File: config.mk
export PLATFORM = sky130hd
export DESIGN_NAME = host_fifo_packer_flat
export DESIGN_NICKNAME = d
export VERILOG_FILES = /design/src/rtl/host_fifo_packer_pkg.sv /design/src/rtl/host_fifo_packer_if.sv /design/src/rtl/host_fifo_packer_skid.sv /design/src/rtl/host_fifo_packer.sv /design/src/flat_wrapper.sv
export SDC_FILE = /design/constraint.sdc
export NUM_CORES = 1
export LEC_CHECK = 0
export ABC_CLOCK_PERIOD_IN_PS = 2770
export CORE_ASPECT_RATIO = 2
export CORE_MARGIN = 2
export CORE_UTILIZATION = 40
export CTS_CLUSTER_SIZE = 30
export DETAILED_ROUTE_END_ITERATION = 10
export PLACE_DENSITY = 0.74
export REMOVE_ABC_BUFFERS = 1
export SYNTH_ARGS = -nofsm -noshare
export SYNTH_HDL_FRONTEND = slang
export SYNTH_SLANG_ARGS = --single-unit
File: constraint.sdc
create_clock -name clk_host -period 2.77 [get_ports clk_host]
set_clock_uncertainty 0.1 [all_clocks]
set_input_delay 0.554 -clock clk_host [delete_from_list [all_inputs] [get_ports clk_host]]
set_output_delay 0.554 -clock clk_host [all_outputs]
set_load 0.02 [all_outputs]
File: src/rtl/host_fifo_packer_pkg.sv
// Shared definitions for the host FIFO word path, used by both the packer
// and the host interface unpacker.
package host_if_pkg;

  localparam int HOST_DATA_W = 64;
  localparam int HOST_LEN_W  = 3;
  localparam int HOST_BUF_W  = 8;
  localparam int HOST_WORD_W = 77;

  // Field order matches the FIFO word: {buffer, length, sop, eop, data}.
  typedef struct packed {
    logic [HOST_BUF_W-1:0]  buffer;
    logic [HOST_LEN_W-1:0]  length;
    logic                   sop;
    logic                   eop;
    logic [HOST_DATA_W-1:0] data;
  } host_word_t;

  typedef enum logic [1:0] {
    IDLE,
    IN_PKT,
    DROP
  } packer_state_t;

endpackage

File: src/rtl/host_fifo_packer_if.sv
// Upstream beat stream, host FIFO write port and status counters of the packer.
interface host_fifo_packer_if;
  import host_if_pkg::*;

  logic                   in_valid;
  logic                   in_ready;
  logic [HOST_DATA_W-1:0] in_data;
  logic [HOST_LEN_W-1:0]  in_length;
  logic                   in_sop;
  logic                   in_eop;
  logic                   fifo_full;
  logic                   wr_en;
  logic [HOST_WORD_W-1:0] wr_data;
  logic [15:0]            pkt_cnt;
  logic [15:0]            drop_cnt;
  logic [7:0]             err_cnt;

  // The master side sources beats and models the FIFO.
  modport master (
    output in_valid, in_data, in_length, in_sop, in_eop, fifo_full,
    input  in_ready, wr_en, wr_data, pkt_cnt, drop_cnt, err_cnt
  );

  modport slave (
    input  in_valid, in_data, in_length, in_sop, in_eop, fifo_full,
    output in_ready, wr_en, wr_data, pkt_cnt, drop_cnt, err_cnt
  );

endinterface

File: src/rtl/host_fifo_packer_skid.sv
// Single-entry holding register in front of the host FIFO; reloads on the
// same cycle it drains so back-to-back beats see no bubble.
module host_fifo_skid #(
  parameter int WIDTH = 8
) (
  input  logic             clk_i,
  input  logic             rst_ni,
  input  logic             load_i,
  input  logic [WIDTH-1:0] data_i,
  input  logic             full_i,
  output logic             ready_o,
  output logic             wr_en_o,
  output logic [WIDTH-1:0] wr_data_o
);

  logic             hold_valid_q, hold_valid_d;
  logic [WIDTH-1:0] hold_word_q, hold_word_d;

  assign wr_en_o   = rst_ni && hold_valid_q && !full_i;
  assign ready_o   = rst_ni && (!hold_valid_q || !full_i);
  assign wr_data_o = (rst_ni && hold_valid_q) ? hold_word_q : '0;

  always_comb begin
    hold_valid_d = hold_valid_q;
    hold_word_d  = hold_word_q;
    if (load_i) begin
      hold_valid_d = 1'b1;
      hold_word_d  = data_i;
    end else if (wr_en_o) begin
      hold_valid_d = 1'b0;
    end
  end

  always_ff @(posedge clk_i) begin
    if (!rst_ni) begin
      hold_valid_q <= 1'b0;
      hold_word_q  <= '0;
    end else begin
      hold_valid_q <= hold_valid_d;
      hold_word_q  <= hold_word_d;
    end
  end

endmodule

File: src/rtl/host_fifo_packer.sv
// Packs upstream beats into host FIFO words, assigns per-packet buffer ids
// and polices framing (orphans, missing eop, oversize packets).
module host_fifo_packer
  import host_if_pkg::*;
#(
  parameter int                    MAX_BEATS   = 32,
  parameter logic [HOST_BUF_W-1:0] BUF_ID_INIT = 8'h00
) (
  input logic              clk_host,
  input logic              rst_n,
  host_fifo_packer_if.slave bus
);

  packer_state_t         state_q, state_d;
  logic [7:0]            beat_cnt_q, beat_cnt_d;
  logic [HOST_BUF_W-1:0] buf_id_q, buf_id_d, word_buf;
  logic                  drop_open_q, drop_open_d;
  logic [15:0]           pkt_cnt_q, pkt_cnt_d, drop_cnt_q, drop_cnt_d;
  logic [7:0]            err_cnt_q, err_cnt_d;
  logic                  accept, write_beat, pkt_inc, drop_inc, err_inc;
  logic                  in_ready;
  host_word_t            word;

  assign accept      = bus.in_valid && in_ready;
  assign bus.in_ready = in_ready;
  assign bus.pkt_cnt  = rst_n ? pkt_cnt_q  : '0;
  assign bus.drop_cnt = rst_n ? drop_cnt_q : '0;
  assign bus.err_cnt  = rst_n ? err_cnt_q  : '0;

  // drop_open_q remembers whether the packet being discarded still owes a buffer id.
  always_comb begin
    state_d     = state_q;
    beat_cnt_d  = beat_cnt_q;
    buf_id_d    = buf_id_q;
    drop_open_d = drop_open_q;
    word_buf    = buf_id_q;
    write_beat  = 1'b0;
    pkt_inc     = 1'b0;
    drop_inc    = 1'b0;
    err_inc     = 1'b0;
    if (accept) begin
      if (bus.in_sop) begin
        if (state_q == IN_PKT) begin
          err_inc  = 1'b1;
          word_buf = buf_id_q + 8'd1;
        end else if (state_q == DROP && drop_open_q) begin
          word_buf = buf_id_q + 8'd1;
        end
        write_beat  = 1'b1;
        drop_open_d = 1'b0;
        if (bus.in_eop) begin
          pkt_inc    = 1'b1;
          buf_id_d   = word_buf + 8'd1;
          beat_cnt_d = 8'd0;
          state_d    = IDLE;
        end else begin
          buf_id_d   = word_buf;
          beat_cnt_d = 8'd1;
          state_d    = IN_PKT;
        end
      end else begin
        unique case (state_q)
          IDLE: begin
            drop_inc = 1'b1;
            err_inc  = 1'b1;
            if (!bus.in_eop) begin
              drop_open_d = 1'b0;
              state_d     = DROP;
            end
          end
          IN_PKT: begin
            if (beat_cnt_q < 8'(MAX_BEATS)) begin
              write_beat = 1'b1;
              beat_cnt_d = beat_cnt_q + 8'd1;
              if (bus.in_eop) pkt_inc = 1'b1;
            end else begin
              drop_inc = 1'b1;
              err_inc  = 1'b1;
            end
            if (bus.in_eop) begin
              buf_id_d   = buf_id_q + 8'd1;
              beat_cnt_d = 8'd0;
              state_d    = IDLE;
            end else if (!write_beat) begin
              drop_open_d = 1'b1;
              state_d     = DROP;
            end
          end
          DROP: begin
            drop_inc = 1'b1;
            if (bus.in_eop) begin
              if (drop_open_q) buf_id_d = buf_id_q + 8'd1;
              drop_open_d = 1'b0;
              beat_cnt_d  = 8'd0;
              state_d     = IDLE;
            end
          end
          default: state_d = IDLE;
        endcase
      end
    end

    pkt_cnt_d  = pkt_cnt_q + {15'd0, pkt_inc};
    drop_cnt_d = (drop_inc && drop_cnt_q != 16'hFFFF) ? drop_cnt_q + 16'd1 : drop_cnt_q;
    err_cnt_d  = (err_inc && err_cnt_q != 8'hFF) ? err_cnt_q + 8'd1 : err_cnt_q;

    word.buffer = word_buf;
    word.length = bus.in_eop ? bus.in_length : 3'd0;
    word.sop    = bus.in_sop;
    word.eop    = bus.in_eop;
    word.data   = bus.in_data;
  end

  always_ff @(posedge clk_host) begin
    if (!rst_n) begin
      state_q     <= IDLE;
      beat_cnt_q  <= 8'd0;
      buf_id_q    <= BUF_ID_INIT;
      drop_open_q <= 1'b0;
      pkt_cnt_q   <= 16'd0;
      drop_cnt_q  <= 16'd0;
      err_cnt_q   <= 8'd0;
    end else begin
      state_q     <= state_d;
      beat_cnt_q  <= beat_cnt_d;
      buf_id_q    <= buf_id_d;
      drop_open_q <= drop_open_d;
      pkt_cnt_q   <= pkt_cnt_d;
      drop_cnt_q  <= drop_cnt_d;
      err_cnt_q   <= err_cnt_d;
    end
  end

  host_fifo_skid #(.WIDTH(HOST_WORD_W)) u_skid (
    .clk_i     (clk_host),
    .rst_ni    (rst_n),
    .load_i    (accept && write_beat),
    .data_i    (word),
    .full_i    (bus.fifo_full),
    .ready_o   (in_ready),
    .wr_en_o   (bus.wr_en),
    .wr_data_o (bus.wr_data)
  );

endmodule

File: src/flat_wrapper.sv
// flat-port wrapper written by rule: the top's interface ports become plain ports
module host_fifo_packer_flat import host_if_pkg::*;
#(
  parameter int                    MAX_BEATS   = 32,
  parameter logic [HOST_BUF_W-1:0] BUF_ID_INIT = 8'h00
)
  (clk_host, rst_n, bus_in_valid, bus_in_data, bus_in_length, bus_in_sop, bus_in_eop, bus_fifo_full, bus_in_ready, bus_wr_en, bus_wr_data, bus_pkt_cnt, bus_drop_cnt, bus_err_cnt);
  host_fifo_packer_if bus_i ();
  input logic clk_host;
  input logic rst_n;
  input wire logic [$bits(bus_i.in_valid)-1:0] bus_in_valid;
  input wire logic [$bits(bus_i.in_data)-1:0] bus_in_data;
  input wire logic [$bits(bus_i.in_length)-1:0] bus_in_length;
  input wire logic [$bits(bus_i.in_sop)-1:0] bus_in_sop;
  input wire logic [$bits(bus_i.in_eop)-1:0] bus_in_eop;
  input wire logic [$bits(bus_i.fifo_full)-1:0] bus_fifo_full;
  output wire logic [$bits(bus_i.in_ready)-1:0] bus_in_ready;
  output wire logic [$bits(bus_i.wr_en)-1:0] bus_wr_en;
  output wire logic [$bits(bus_i.wr_data)-1:0] bus_wr_data;
  output wire logic [$bits(bus_i.pkt_cnt)-1:0] bus_pkt_cnt;
  output wire logic [$bits(bus_i.drop_cnt)-1:0] bus_drop_cnt;
  output wire logic [$bits(bus_i.err_cnt)-1:0] bus_err_cnt;
  assign bus_i.in_valid = bus_in_valid;
  assign bus_i.in_data = bus_in_data;
  assign bus_i.in_length = bus_in_length;
  assign bus_i.in_sop = bus_in_sop;
  assign bus_i.in_eop = bus_in_eop;
  assign bus_i.fifo_full = bus_fifo_full;
  assign bus_in_ready = bus_i.in_ready;
  assign bus_wr_en = bus_i.wr_en;
  assign bus_wr_data = bus_i.wr_data;
  assign bus_pkt_cnt = bus_i.pkt_cnt;
  assign bus_drop_cnt = bus_i.drop_cnt;
  assign bus_err_cnt = bus_i.err_cnt;
  host_fifo_packer #(.MAX_BEATS(MAX_BEATS), .BUF_ID_INIT(BUF_ID_INIT)) u_core (.clk_host(clk_host), .rst_n(rst_n), .bus(bus_i));
endmodule
Word-level counts from Yosys, hierarchy flattened
Cells that the tools add are included.
{ "totals": {"input_bits": 73, "reg_bits": 137, "out_inout_bits": 119, "word_cells": 106} }
{ "op_classes": {"mux": 58, "addsub": 6, "order_cmp": 1, "n_eq_ne": 12, "n_reduce_logical": 20} }
{ "ops": {"columns": ["cell", "n"], "rows": [
  ["$mux 8", 16],
  ["$mux 77", 1],
  ["$add 8x1->8 const B", 4],
  ["$mux 16", 2],
  ["$pmux 8 s2", 2],
  ["$mux 1", 27],
  ["$add 16x1->16", 1],
  ["$add 16x1->16 const B", 1],
  ["$ne 16x16->1 const B", 1],
  ["$ne 3x3->1 const B", 5],
  ["$mux 2", 5],
  ["$logic_and 1x1->1", 8],
  ["$lt 8x6->1 const B", 1],
  ["$ne 4x4->1 const B", 2],
  ["$ne 8x8->1 const B", 1],
  ["$reduce_and 4->1", 2],
  ["$pmux 2 s3", 1],
  ["$reduce_and 6->1", 1],
  ["$reduce_and 5->1", 1],
  ["$pmux 1 s2", 2],
  ["$reduce_bool 4->1", 1],
  ["$mux 3", 1],
  ["$ne 3x2->1 const B", 1],
  ["$pmux 1 s3", 1],
  ["8 further kinds", 9]
]} }

Depth between registers and ports, before layout
Gate-level depths: netlist of the first run.
{ "logic_depth": {"depth_word": 10, "mapped_depth": 14, "mapped_depth_nobuf": 12} }

Cells and area by module
A second synthesis of the first run with hierarchy kept.
{ "unflattened": {"hier_cells": 823, "area_unflattened_um2": 7176.9} }
{ "modules_own_cells": {"columns": ["module", "cells_each", "n_inst", "seq_area_each_um2", "area_each_um2"], "rows": [
  ["host_fifo_packer", 475, 1, 1181.1, 3666.0],
  ["host_fifo_skid", 348, 1, 1561.5, 3510.9]
]} }

Worst setup path after synthesis of the first run
No wires, ideal clock.
{ "synth_path": {"kind": "input to register", "start": "in rst_n", "end": "reg u_core.pkt_cnt_q[12]", "t_arrival_ps": 2565, "cell_stages": 11, "t_required_ps": 2600, "setup_time_ps": 70, "slack_ps": 35, "path_buffers": 1, "cell_sequence": "a21boi_4 nand2_1 a21oi_2 buf_2 nand2_1 inv_1 ha_1 ha_1 nand2_1 or3_1 a21oi_1"} }
{ "synth_between": {"elab_chain_len": 4} }
{ "synth_lines": {"columns": ["element", "line_no", "source"], "rows": [
  ["start: declaration", "flat_wrapper.sv:10", "input logic rst_n;"],
  ["$logic_and 1x1->1", "host_fifo_packer_skid.sv:20", "assign ready_o = rst_ni && (!hold_valid_q || !full_i);"],
  ["$logic_and 1x1->1", "host_fifo_packer.sv:24", "assign accept = bus.in_valid && in_ready;"],
  ["$mux 1", "host_fifo_packer.sv:41", "if (accept) begin"],
  ["$add 16x1->16", "host_fifo_packer.sv:103", "pkt_cnt_d = pkt_cnt_q + {15'd0, pkt_inc};"],
  ["end signal: assignment", "host_fifo_packer.sv:128", "pkt_cnt_q <= pkt_cnt_d;"],
  ["end: declaration", "host_fifo_packer.sv:18", "logic [15:0] pkt_cnt_q, pkt_cnt_d, drop_cnt_q, drop_cnt_d;"]
]} }
Several ways; a longest one is shown, not always the timed one.
A chain may end at the register's enable or synchronous reset.

Final worst setup path of the first run
{ "layout_path": {"start": "in bus_fifo_full", "end": "out bus_in_ready"} }
{ "layout_between": {"elab_chain_len": 3} }
{ "layout_lines": {"columns": ["element", "line_no", "source"], "rows": [
  ["start: declaration", "flat_wrapper.sv:16", "input wire logic [$bits(bus_i.fifo_full)-1:0] bus_fifo_full;"],
  ["$logic_not 1->1", "host_fifo_packer_skid.sv:20", null],
  ["$logic_or 1x1->1", "host_fifo_packer_skid.sv:20", null],
  ["$logic_and 1x1->1", "host_fifo_packer_skid.sv:20", null],
  ["end: declaration", "flat_wrapper.sv:17", "output wire logic [$bits(bus_i.in_ready)-1:0] bus_in_ready;"]
]} }
No other way between the ends.

==> Flow_metrics.wiki, run 1 <==
{| class="wikitable"
! Metric !! Value
|-
| Share of layout cells above drive strength 1 || 0.0819
|-
| Leakage || ~3.9 nW
|-
| ANT cells || 0
|-
| Placement-stage cell area || ~9300 um^2
|-
| Mean area per synthesized cell || 7.82 um^2
|-
| Gate Count Post-Synth || ~900
|-
| Asr flop ratio synth || 0
|-
| Sequential power share || 0.417
|-
| Total number of nets in the final design || 1160
|-
| Die Height || between 150 and 200 um
|-
| Die boundary width || 98.0 um
|-
| Count of endpoints failing setup in the final report || 0
|-
| CTS root buffer || sky130_fd_sc_hd__clkbuf_16
|-
| Final weighted congestion in routability-driven placement || 0.878
|-
| Switching power || about 0.0011 W
|-
| Internal power || between 0.003 and 0.004 W
|-
| Die Area || around 19000 um^2
|-
| Quantity of gates resized following cts || 0
|-
| Clock share of power || 0.491
|-
| Yosys reg bits || between 100 and 150
|-
| Max-cap check violation count || 0
|-
| Placed wire-length estimate || around 15 mm
|-
| Compound-cell area share of the yosys netlist || 0.150
|-
| Total of buffers placed on input and output ports || between 150 and 200
|-
| Number of antenna violations at the first check in global routing || 0
|-
| Design Power || ~0.0049 W
|-
| Synth Area in Adders || 0.0212
|-
| Crit Path Max Fanout || 7
|-
| RSZ-0062 raised after global routing || false
|-
| IO Pins || 192
|-
| Fraction of synthesized area in multiplexers || 0.0260
|-
| Fin area || 9900 um^2
|-
| Clk sink count || ~140
|-
| CTS HTree Levels || 4
|-
| Synth Area in Simple Gates || 0.316
|-
| Global-route wire length before repair || about 33 mm
|-
| Path category of the worst min-delay check || flop to flop
|-
| Cell variety after synth || 68
|-
| Commonest cells after routing, fill and taps aside || sky130_fd_sc_hd__clkdlybuf4s50_1 (190), sky130_fd_sc_hd__nand2_1 (162), sky130_fd_sc_hd__dfxtp_1 (136)
|-
| Num rows || 68
|-
| Met2 Routed Length || 11.5 mm
|-
| Wirelength, routed || 21.1 mm
|-
| Via count of the first global-routing pass || around 6700
|-
| WL met3 || approximately 870 um
|-
| All-layer global routing usage || 0.219
|-
| CP Capture Type || output port
|-
| Wl on met1 || 7.74 mm
|-
| Wire length per cell || approximately 16 um
|-
| Yosys Warn Count || 0
|-
| Clock period minus worst slack || ~2.7 ns
|-
| Type of origin of the critical path || input port
|-
| Clock insertion delay at the later pin of the skew report || ~0.42 ns
|-
| Power density normalized to cell area || ~500 nW/um^2
|-
| Critical Setup Path Class || input port to output port
|-
| Achievable clock frequency || approximately 0.37 GHz
|-
| Largest family of logic cells by synthesized area || simple AND/OR/NAND/NOR gates
|-
| Fin crit share || 0.969
|-
| End-of-flow core utilization || 0.573
|-
| Number of nets with antenna violations after routing || 0
|-
| Number of buffers inserted to repair setup after CTS || 0
|-
| Count of flip-flops with a built-in enable after synthesis || 0
|-
| Via count of the routed design || 7014
|-
| Sum of negative setup slack || 0 ns
|-
| Netlist area before placement || a little over 7000 um^2
|-
| Pin count of the biggest net entering global routing || 79
|-
| Area growth from synthesis to layout || 40.0%
|-
| Drt drc || 0
|-
| Least-Margin Pin Slew || around 0.84 ns
|-
| Count of pins over their slew limit || 0
|-
| TritonCTS clock tree || done
|-
| Critical Path RT || approximately 2.1 ns
|-
| Dominant register cell in the synthesized netlist || sky130_fd_sc_hd__dfxtp_1
|-
| Most common cell after layout, fill and taps aside || sky130_fd_sc_hd__clkdlybuf4s50_1
|-
| Switching share of total power || 0.231
|-
| Result of the run || complete, no violations
|-
| Xor/xnor share of the synthesized area || 0.0471
|-
| Drt initial violations || roughly 380
|-
| Hold buffer count at cts || 0
|-
| Pre-Repair DR Iteration Count || 4
|-
| Worst voltage drop across the vdd grid || roughly 0.00042 V
|-
| Vias per cell || 5.41
|-
| Overflow after GRT || 0
|-
| Clock buffer count from CTS || 17
|-
| Worst slew margin || 0.442
|-
| Top routing layer in use || met4
|-
| Arrival time of data at the critical path endpoint || 2.03 ns
|-
| Hold Fails Final Rpt || 0
|-
| CTS clock-pin slew for the worst setup and hold paths || roughly 0.060 ns
|-
| Starting density of the core || 0.409
|-
| Area of the core || 17300 um^2
|-
| Combinational share of power || 0.092
|-
| Maximum clock path buffer count || 2
|-
| Portion of the post-synthesis area used by sequential elements || 0.388
|}
-- kinds of logic (layout without fill, tap and decap cells) --
logic type	count (synthesis)	count (layout)
and+or+nand+nor	442	442
AOI/OAI and AO/OA	169	169
DFF	137	137
buffers and inverters	89	272
xor gates and xnor gates	38	38
muxes	17	17
adders and majority gates	12	12
-- cell usage after synthesis (all sizes together) (3+ instances only) --
master	n	area, um^2
xnor2	25	219
xor2	13	114
clkbuf	55	209
nand3	29	150
o311ai	4	42.6
and2	43	269
nor2	61	229
or3	6	37.5
a31oi	5	31.3
dfxtp	137	2740
nand2	163	614
nor4	7	58.8
o31ai	3	22.5
nor3	13	70.1
and3	87	544
nor2b	3	18.8
o211ai	4	30.0
a21oi	97	497
and4	8	70.1
buf	18	97.6
mux2i	9	90.1
o21ai	25	125
a2111oi	3	32.5
o221ai	3	26.3
a211oi	6	50.1
mux2	8	93.8
nand4	12	81.3
inv	16	60.1
ha	12	150
-- critical path: stages --
cell and delay (ns):
sky130_fd_sc_hd__clkdlybuf4s50_1 0.49, sky130_fd_sc_hd__a21boi_4 0.19, sky130_fd_sc_hd__buf_4 0.18, sky130_fd_sc_hd__clkdlybuf4s50_1 0.62
-- power by group through the flow --
stage	clock network (W)	logic (W)	registers, W
floorplan	0	0.000183	0.00209
global placement	0	0.000447	0.00209
detailed placement	0	0.000451	0.00209
CTS	0.00247	0.000455	0.00205
global route	0.00254	0.000495	0.00205
finish	0.00241	0.000453	0.00205
-- area by class of cell --
class | count | area, um^2
Fill cell | 1602 | 7370
Multi-Input combinational cell | 678 | 3980
Sequential cell | 137 | 2740
Timing Repair Buffer | 225 | 2230
Clock buffer | 20 | 457
Tap cell | 210 | 263
Clock inverter | 11 | 170
Inverter | 16 | 61.3
-- per-stage QoR --
step	hold slack (ns)	instances	worst slack [ns]
detailed placement	0.342	1266	0.0117
finish	0.347	1297	0.0847
floorplan	0.326	831	-1.76
global route	0.365	1297	0.0310
global placement	0.334	1266	0.0450
CTS	0.349	1297	0.0844
-- metal layers --
layer,vias to the layer above,global-route usage
li1,3464,-
met3,59,0.0426
met2,205,0.409
met4,0,0.127
met1,3286,0.224
met5,-,0
-- worst paths after layout --
path | startpoint | slack [ns] | to | cells after the start
worst max-delay path | bus_fifo_full | 0.08 | bus_in_ready | 4
worst min-delay path | u_core.u_skid.hold_word_q[68] | 0.35 | u_core.u_skid.hold_word_q[68] | 2
worst max register to register | u_core.state_q[0] | 0.23 | u_core.buf_id_q[2] | 10
worst min register to register | u_core.u_skid.hold_word_q[68] | 0.35 | u_core.u_skid.hold_word_q[68] | 2
-- state kept, by name, indices dropped and copies added (netlist names) --
signal and flops:
u_core.pkt_cnt_q 16, u_core.err_cnt_q 8, u_core.drop_open_q 1, u_core.u_skid.hold_valid_q 1, u_core.buf_id_q 8, u_core.u_skid.hold_word_q 77
u_core.beat_cnt_q 8, u_core.state_q 2, u_core.drop_cnt_q 16
Note: power is estimated with default switching activity, not from simulation.
==> run 2: changes to the inputs <==
- ABC_CLOCK_PERIOD_IN_PS: 2770 -> 2500
- clock period: 2.77 -> 2.5 ns (I/O delays scaled with it)
==> Flow_metrics.wiki, run 2 (synthesis gave the netlist of run 1 again) <==
{| class="wikitable"
! Metric !! Value
|-
| Clock period minus worst slack || 2.45 ns
|-
| Critical Path RT || 1.90 ns (-0.22 ns)
|-
| Wirelength, routed || 21.3 mm (+1.1%)
|-
| Smallest hold slack || 0.347 ns (-0.000872 ns)
|-
| Result of the run || complete, no violations
|-
| Die boundary width || 98.0 um (unchanged)
|-
| Flip-flop count of the largest register, all copies and words added || 77 (unchanged)
|-
| Via count of the first global-routing pass || 6914 (+2.5%)
|-
| Number of nets with antenna violations after routing || 0 (unchanged)
|-
| Vias per cell || 5.40 (-0.19%)
|-
| Design Power || 0.00533 W (+8.4%)
|-
| Hold Fails Final Rpt || 0 (unchanged)
|-
| Area of the core || 17300 um^2 (unchanged)
|-
| CTS clock-pin slew for the worst setup and hold paths || 0.06 ns (about the same)
|-
| Fin crit share || 0.982
|-
| Fin area || 10100 um^2 (+2.1%)
|-
| ANT cells || 0 (unchanged)
|-
| Drt drc || 0 (unchanged)
|-
| Share of layout cells above drive strength 1 || 0.0986 (+0.0167)
|-
| Worst voltage drop across the vdd grid || 0.000476 V (+14%)
|-
| Internal power || 0.00409 W (+8.2%)
|-
| Critical Setup Path Class || flop to output port
|-
| CTS root buffer || sky130_fd_sc_hd__clkbuf_16
|-
| Commonest cells after routing, fill and taps aside || sky130_fd_sc_hd__nand2_1 (162), sky130_fd_sc_hd__dfxtp_1 (136), sky130_fd_sc_hd__clkdlybuf4s50_1 (120)
|-
| Count of endpoints failing setup in the final report || 0 (unchanged)
|-
| Number of antenna violations at the first check in global routing || 0 (unchanged)
|-
| Arrival time of data at the critical path endpoint || 1.85 ns (-0.18 ns)
|-
| All-layer global routing usage || 0.224 (+0.00447)
|-
| Clock buffer count from CTS || 17 (unchanged)
|-
| Path category of the worst min-delay check || flop to flop
|-
| Starting density of the core || 0.409 (unchanged)
|-
| Achievable clock frequency || between 0.4 and 0.5 GHz
|-
| Largest registers || u_core.u_skid.hold_word_q (77), u_core.drop_cnt_q (16), u_core.pkt_cnt_q (16)
|-
| Switching power || 0.00124 W (+8.8%)
|-
| Wire length per cell || 16.2 um (-0.38%)
|-
| Max-cap check violation count || 0 (unchanged)
|-
| RSZ-0062 raised after global routing || false
|-
| Leakage || 4.91 nW (+27%)
|-
| Final weighted congestion in routability-driven placement || 0.929 (+5.8%)
|-
| Count of pins over their slew limit || 0 (unchanged)
|-
| Sequential power share || 0.426 (+0.009)
|-
| Via count of the routed design || 7103 (+1.3%)
|-
| CP Capture Type || output port
|-
| Worst slew margin || 0.591 (+0.149)
|-
| Sum of negative setup slack || 0 ns (unchanged)
|-
| Maximum clock path buffer count || 2 (unchanged)
|-
| Die Area || 18800 um^2 (unchanged)
|-
| Die Height || 192 um (unchanged)
|-
| Power density normalized to cell area || 527 nW/um^2 (+6.2%)
|-
| Clock insertion delay at the later pin of the skew report || 0.42 ns (about the same)
|-
| Total of buffers placed on input and output ports || 191 (unchanged)
|-
| Type of origin of the critical path || flop
|-
| TritonCTS clock tree || done
|-
| CTS HTree Levels || 4 (unchanged)
|-
| Pin count of the biggest net entering global routing || 111 (+41%)
|-
| Top reg by flops || u_core.u_skid.hold_word_q
|-
| Most common cell after layout, fill and taps aside || sky130_fd_sc_hd__nand2_1
|-
| Pre-Repair DR Iteration Count || 5 (+1)
|-
| Placement-stage cell area || 9420 um^2 (+1.6%)
|-
| Hold buffer count at cts || 0 (unchanged)
|-
| Least-Margin Pin Slew || 0.614 ns (-0.223 ns)
|-
| Global-route wire length before repair || 34.2 mm (+2.5%)
|-
| Clock share of power || 0.478 (-0.013)
|-
| Number of buffers inserted to repair setup after CTS || 0 (unchanged)
|-
| Switching share of total power || 0.232 (+0.00100)
|-
| Clk sink count || 137 (unchanged)
|-
| IO Pins || 192 (unchanged)
|-
| Num rows || 68 (unchanged)
|-
| Placed wire-length estimate || 14.9 mm (+1.2%)
|-
| Crit Path Max Fanout || 22 (+15)
|-
| Area growth from synthesis to layout || 42.9%
|-
| End-of-flow core utilization || 0.585 (+0.0118)
|-
| Drt initial violations || 366 (-2.4%)
|-
| Overflow after GRT || 0 (unchanged)
|-
| Total number of nets in the final design || 1179 (+1.6%)
|-
| Combinational share of power || 0.096 (+0.004)
|}
[run 2: final timing paths]
kind	from	end	slack, ns	cells after the start
hold / removal	u_core.u_skid.hold_word_q[66]	u_core.u_skid.hold_word_q[66]	0.35	2
hold reg to reg	u_core.u_skid.hold_word_q[66]	u_core.u_skid.hold_word_q[66]	0.35	2
setup reg to reg	u_core.state_q[1]	u_core.buf_id_q[7]	0.14	9
setup / recovery	u_core.u_skid.hold_valid_q	bus_wr_data[48]	0.05	3
[run 2: repair_timing]
| item | CTS | global route |
|---|---|---|
| resized for setup | 23 | 48 |
| pin swaps | 0 | 0 |
| endpoints found under the setup margin | 74 | 48 |
[run 2: final cells by class]
class                   count  area [um^2]
repair buffers            244         2470
clock inverters             8          120
fillers                  1544         7170
well taps                 210          263
multi-input cells         678         3980
flip-flops and latches    137         2750
clock buffers              23          468
inverters                  16         61.3
[run 2: per-stage QoR]
stage               std cells  setup WS, ns
floorplan                 831         -2.03
global placement         1285        -0.107
detailed placement       1285        -0.153
CTS                      1316       0.00255
global route             1316      0.000743
finish                   1316        0.0458
[run 2: worst max-delay path, cell delays in order (launching register included)]
cell and delay [ns]:
sky130_fd_sc_hd__dfxtp_4 0.42, sky130_fd_sc_hd__buf_6 0.20, sky130_fd_sc_hd__and3_1 0.17, sky130_fd_sc_hd__clkdlybuf4s50_1 0.62
[run 2: power by group through the flow]
| stage | clock network (W) | logic (W) | registers, W |
|---|---|---|---|
| finish | 0.00255 | 0.000509 | 0.00227 |
| global route | 0.00268 | 0.000561 | 0.00228 |
| CTS | 0.00259 | 0.000513 | 0.00227 |
| detailed placement | 0 | 0.000512 | 0.00232 |
| global placement | 0 | 0.000506 | 0.00232 |
| floorplan | 0 | 0.000203 | 0.00232 |
[run 2: per-layer routing]
layer | routed length [um] | vias up | GRT usage
met3 | 842 | 54 | 0.0324
met4 | 828 | 0 | 0.132
met1 | 7900 | 3352 | 0.234
li1 | - | 3500 | -
met5 | 0 | - | 0
met2 | 11800 | 197 | 0.418
